===== config.mk =====
export PLATFORM = sky130hd
export DESIGN_NAME = parity_arbiter
export DESIGN_NICKNAME = d
export VERILOG_FILES = /design/src/rtl/parity_arbiter.sv
export SDC_FILE = /design/constraint.sdc
export NUM_CORES = 1
export LEC_CHECK = 0
export ABC_AREA = 1
export CORE_ASPECT_RATIO = 0.6
export CORE_UTILIZATION = 38
export DETAILED_ROUTE_END_ITERATION = 10
export HOLD_SLACK_MARGIN = 0.12
export PLACE_DENSITY = 0.77
export SLEW_MARGIN = 40
export SYNTH_ARGS = -nofsm -noshare
export SYNTH_HDL_FRONTEND = slang
export SYNTH_SLANG_ARGS = --single-unit

===== constraint.sdc =====
create_clock -name clk -period 2.84 [get_ports clk]
set_clock_uncertainty 0.15 [all_clocks]
set_input_delay 0.426 -clock clk [delete_from_list [all_inputs] [get_ports clk]]
set_output_delay 0.426 -clock clk [all_outputs]
set_load 0.01 [all_outputs]

===== src/rtl/parity_arbiter.sv =====
`default_nettype none
// +--------------------------------------------------------------------------+
// | Module      : parity_arbiter                                             |
// | Description : Round-robin arbiter that shares one registered parity     |
// |               stage among NUM_REQ requesters. A winner's word is         |
// |               captured, its parity computed in a single CALC cycle, and  |
// |               the word, parity bit and owner ID are presented on a       |
// |               valid/ready output port.                                   |
// | Ports       : clk, rst_n        - clock, asynchronous active-low reset   |
// |               req, req_data     - per-requester level request and word   |
// |               gnt               - one-hot grant, capture cycle only      |
// |               out_valid/ready   - result handshake                       |
// |               out_data/parity/id- result word, parity bit, owner index   |
// |               busy              - high whenever not IDLE                 |
// | Revision    : 1.0 - initial release                                      |
// +--------------------------------------------------------------------------+
module parity_arbiter #(
  parameter int NUM_REQ = 4,
  parameter int DATA_W  = 8,
  parameter int ODD     = 0,
  localparam int ID_W   = (NUM_REQ > 1) ? $clog2(NUM_REQ) : 1
) (
  input  logic                        clk,
  input  logic                        rst_n,
  input  logic [NUM_REQ-1:0]          req,
  input  logic [NUM_REQ*DATA_W-1:0]   req_data,
  output logic [NUM_REQ-1:0]          gnt,
  output logic                        out_valid,
  input  logic                        out_ready,
  output logic [DATA_W-1:0]           out_data,
  output logic                        out_parity,
  output logic [ID_W-1:0]             out_id,
  output logic                        busy
);

  localparam logic            c_odd_bit   = (ODD != 0);
  localparam logic [ID_W:0]   c_num_req   = (ID_W+1)'(NUM_REQ);
  localparam logic [ID_W-1:0] c_last_id   = ID_W'(NUM_REQ - 1);

  typedef enum logic [1:0] {
    ST_IDLE = 2'd0,
    ST_CALC = 2'd1,
    ST_OUT  = 2'd2
  } state_t;

  state_t              state_q, state_d;
  logic [ID_W-1:0]     ptr_q,   ptr_d;
  logic [DATA_W-1:0]   data_q,  data_d;
  logic                par_q,   par_d;
  logic [ID_W-1:0]     id_q,    id_d;

  // Per-requester words unpacked from the flat input bus.
  logic [DATA_W-1:0]   req_word [NUM_REQ];

  for (genvar gi = 0; gi < NUM_REQ; gi++) begin : g_unpack
    assign req_word[gi] = req_data[gi*DATA_W +: DATA_W];
  end

  // ------------------------------------------------------------------------
  // Round-robin selection. The request vector is duplicated and sliced at
  // ptr so that bit k of req_rot is requester (ptr+k) mod NUM_REQ; the
  // lowest set bit of req_rot is therefore the first requester in search
  // order starting from ptr.
  // ------------------------------------------------------------------------
  logic [2*NUM_REQ-1:0] req_dbl;
  logic [NUM_REQ-1:0]   req_rot;
  logic                 win_found;
  logic [ID_W-1:0]      win_off;
  logic [ID_W:0]        win_sum;
  logic [ID_W-1:0]      win_id;
  logic [ID_W-1:0]      ptr_after_win;

  assign req_dbl = {req, req};
  assign req_rot = req_dbl[ptr_q +: NUM_REQ];

  always_comb begin
    win_found = 1'b0;
    win_off   = '0;
    // Descending scan so the lowest offset overwrites last and wins.
    for (int k = NUM_REQ - 1; k >= 0; k--) begin
      if (req_rot[k]) begin
        win_found = 1'b1;
        win_off   = ID_W'(k);
      end
    end
  end

  always_comb begin
    win_sum = {1'b0, ptr_q} + {1'b0, win_off};
    if (win_sum >= c_num_req) begin
      win_sum = win_sum - c_num_req;
    end
    win_id = win_sum[ID_W-1:0];
  end

  // Explicit wrap keeps non-power-of-two NUM_REQ correct.
  assign ptr_after_win = (win_id == c_last_id) ? '0 : (win_id + 1'b1);

  // ------------------------------------------------------------------------
  // State register and datapath flops.
  // ------------------------------------------------------------------------
  always_ff @(posedge clk or negedge rst_n) begin
    if (!rst_n) begin
      state_q <= ST_IDLE;
      ptr_q   <= '0;
      data_q  <= '0;
      par_q   <= 1'b0;
      id_q    <= '0;
    end else begin
      state_q <= state_d;
      ptr_q   <= ptr_d;
      data_q  <= data_d;
      par_q   <= par_d;
      id_q    <= id_d;
    end
  end

  // ------------------------------------------------------------------------
  // Next-state and grant logic.
  // ------------------------------------------------------------------------
  always_comb begin
    state_d = state_q;
    ptr_d   = ptr_q;
    data_d  = data_q;
    par_d   = par_q;
    id_d    = id_q;
    gnt     = '0;

    case (state_q)
      ST_IDLE: begin
        if (win_found) begin
          // Grant is gated by rst_n so it reads 0 while reset is held,
          // even though the idle state itself would otherwise grant.
          gnt     = rst_n ? (NUM_REQ'(1) << win_id) : '0;
          data_d  = req_word[win_id];
          id_d    = win_id;
          ptr_d   = ptr_after_win;
          state_d = ST_CALC;
        end
      end

      ST_CALC: begin
        par_d   = (^data_q) ^ c_odd_bit;
        state_d = ST_OUT;
      end

      ST_OUT: begin
        if (out_ready) begin
          state_d = ST_IDLE;
        end
      end

      default: begin
        state_d = ST_IDLE;
      end
    endcase
  end

  // ------------------------------------------------------------------------
  // Output port. Result fields are forced to 0 whenever nothing is valid so
  // stale captures never leak onto the bus.
  // ------------------------------------------------------------------------
  always_comb begin
    out_valid  = (state_q == ST_OUT);
    busy       = (state_q != ST_IDLE);
    out_data   = out_valid ? data_q : '0;
    out_parity = out_valid ? par_q  : 1'b0;
    out_id     = out_valid ? id_q   : '0;
  end

endmodule
`default_nettype wire


==> reports/results.ini <==
[drt]
detail_route.drc_violations=0
drt_wl_total_mm=3.37
initial_drc_count=51
drt_pass1_iterations=5
final_antenna_net_count=0
routed_wire_length_per_instance_um=11.7
viasPerCell=4.67
dr_total_vias=1339

[clocking]
cts.path.max_buffers=2
clock_latency_ns=0.25
cts_tree=built
cts.clk_slew.worst_paths_ns=0.06
clock_sink_count=15
numCtsBuffers=3
cts-htree-levels=1
cts_root_buf=clkbuf_8
post_cts_hold_buffer_count=0

[worst_setup_path]
r2r-start=ptr_q[0]$_DFFE_PN0P_
worstPathRequired_ns=2.26
critPathCaptureType=output port
timing_worst_setup_path_type=flop to output port
cp.arrival_ns=2.26
ff2ff_path_depth=11
timing.rr.end=data_q[6]$_DFFE_PN0P_
critical_path_peak_fanout=5
start_kind=flop
reg_to_reg_setup_timing_slack_ns=0.40

[sta]
fin_tns_setup_ns=0
worst-slew-pin-transition_ns=0.293
slew_viols_final=0
max_freq_ghz=0.352
timing.final.setup_violations=0
min_period_over_period_pct=99.9
max_slew_margin_pct=80.4
post_layout_min_period_ns=2.84
hold_violations=0
rsz0062_at_grt=true

[power_and_ir_drop]
p_leak_nw=1.02
power.density_mw_per_mm2=1440
power.ir.vdd_worst_mv=1.04
power_mw=3.05

[worst_hold_path]
timing.hold.worst_endpoint=par_q$_DFFE_PN0N_
hold-path-cell-count=2
hold_start=par_q$_DFFE_PN0N_
timing.hold.worst.class=flop to flop

[global_routing]
global_route.usage.total_pct=19.9
grt_pass1_vias=1205
grt_remaining_overflow=0
maximum_number_of_pins_on_one_net_before_global_route_repair=16
antenna_found_initial=0
grt_pass1_wl_mm=5.38

[die]
fp.dieH_um=46.7
core_area_mm2=0.00302
horizontal_extent_of_the_die_um=76.5
design.die.area_mm2=0.00357
start_util_pct=41.8
io_pins=56
row_count=15

[yosys]
netlist_area_mm2=0.00126
synth_top_flop_cell=dfrtp_1
syn-instance-count=166
synth-seq-area-share_pct=29.7
synth_cell_types=26
postSynthAreaPerCell_um2=7.61
synth_edf_count=0
syn-num-nets=207
yosys_warnings=0
synth.ff_latch_count=15
postSynth.asyncResetShare_pct=100

[layout]
num-nets-final=287
num_antenna_cells=0
area_growth_syn_to_layout_pct=66.9
filler_cell_count=257
final_layout_size_suffix_gt1_share_pct=28.2

[placed_design]
hpwl_mm=2.65
buffer_ports.inserted=55
place.gp.congestion=0.838

[run]
cap_viol_max_count=0

[outcome]
status=finished clean

==> cell usage in the layout, fill, tap and decap left out <==
| cell type | Yosys | layout |
|---|---|---|
| nand2_1 | 34 | 30 |
| inv_4 | 1 | 3 |
| o22ai_2 | 1 | 1 |
| a21oi_2 | 0 | 1 |
| nand3_4 | 1 | 1 |
| mux2i_1 | 16 | 16 |
| dlygate4sd2_1 | 0 | 4 |
| xor2_2 | 0 | 1 |
| dfrtp_1 | 15 | 13 |
| clkbuf_8 | 0 | 3 |
| dfrtp_2 | 0 | 2 |
| xnor2_1 | 5 | 5 |
| ha_2 | 0 | 1 |
| o21a_1 | 1 | 1 |
| buf_4 | 0 | 23 |
| buf_2 | 2 | 4 |
| o21ai_4 | 1 | 1 |
| xor2_1 | 3 | 2 |
| nand2_2 | 10 | 14 |
| buf_6 | 1 | 2 |
| o21ai_0 | 4 | 4 |
| nand2_4 | 3 | 3 |
| inv_1 | 17 | 16 |
| nor2_1 | 15 | 15 |
| nor3_2 | 1 | 1 |
| clkdlybuf4s50_1 | 0 | 47 |
| ha_4 | 0 | 1 |
| nand3_1 | 26 | 21 |
| clkinv_1 | 1 | 1 |
| clkbuf_1 | 1 | 1 |
| a21boi_2 | 0 | 1 |
| inv_2 | 2 | 1 |
| nand3_2 | 0 | 5 |
==> repair_timing <==
action / CTS / global route
setup buffers: 2 / 2
pin swaps: 10 / 5
setup endpoints to repair: 4 / 3
hold endpoints to repair: 0 / 0
resized for setup: 40 / 3
==> cell usage after synthesis (2+ instances only) <==
cell     instances  area (um2)
mux2i_1         16         160
xnor2_1          5        43.8
nand2_1         34         128
nand3_1         26         130
nor2_1          15        56.3
buf_2            2        10.0
xor2_1           3        26.3
inv_1           17        63.8
nand2_2         10        62.6
dfrtp_1         15         375
o21ai_0          4        20.0
inv_2            2        7.51
ha_1             2        25.0
nand2_4          3        33.8
==> metal layers <==
layer / wire length, um / GRT usage, % / vias to the layer above
met1: 1710 / 27.4 / 583
met3: 198 / 3.96 / 7
met5: 0 / 0 / -
li1: - / - / 693
met4: 58 / 5.77 / 0
met2: 1400 / 32.3 / 56
==> sequential cells by signal, summed over array words and instances (netlist names) <==
| register | count |
|---|---|
| data_q | 8 |
| id_q | 2 |
| par_q | 1 |
| ptr_q | 2 |
| state_q | 2 |
==> power by group <==
part / internal [mW] / switching [mW]
clock network: 0.0994 / 0.0724
registers: 0.338 / 0.110
logic: 1.19 / 1.24
total: 1.63 / 1.42
==> area by class of cell <==
type | count | area (um2) | area share, %
sequential | 15 | 378 | 17.9
multi-input combinational | 125 | 827 | 39.2
timing repair buffer | 80 | 721 | 34.2
tap | 42 | 52.6 | 2.49
inverter | 21 | 86.3 | 4.09
clock buffer | 4 | 45.0 | 2.14
==> worst max-delay path: stages, from the launching register on <==
cell and delay [ns]:
dfrtp_2 0.46, inv_4 0.11, nand2_2 0.08, nand3_1 0.12, nand2_2 0.08, a21boi_2 0.14
ha_2 0.20, xor2_2 0.16, buf_4 0.14, nand2_4 0.06, nand2_4 0.09, ha_4 0.13
inv_1 0.03, nor2_1 0.08, buf_2 0.13
==> worst max-delay path by stage <==
| stage | startpoint | endpoint | depth (start not counted) |
|---|---|---|---|
| floorplan | ptr_q[0]$_DFFE_PN0P_ | gnt[3] | 15 |
| global placement | req[1] | gnt[3] | 15 |
| detailed placement | req[1] | gnt[3] | 15 |
| CTS | ptr_q[0]$_DFFE_PN0P_ | gnt[3] | 15 |
| global route | ptr_q[0]$_DFFE_PN0P_ | gnt[3] | 14 |
| finish | ptr_q[0]$_DFFE_PN0P_ | gnt[3] | 14 |
==> kinds of logic after synthesis <==
family,after synthesis,share of synthesized area (%)
buf+inv,26,10.0
flops,15,29.7
simple gates,90,34.7
mux,16,12.7
compound gates,9,5.45
xor+xnor,8,5.54
fa+ha+maj,2,1.98
==> stage by stage <==
step	cell area (um2)	instances	setup slack (ns)	hold slack, ns	util (%)
after floorplan	1260	166	0.109	-0.0196	-
after global placement	1980	279	-0.571	0.321	65.5
after detailed placement	1980	279	-0.686	0.333	65.5
after CTS	2090	285	-0.0204	0.345	69.1
after global routing	2110	287	-0.0963	0.365	69.8
final	2110	287	0.00179	0.341	69.8
No activity file was read; power rests on OpenSTA's default activity.
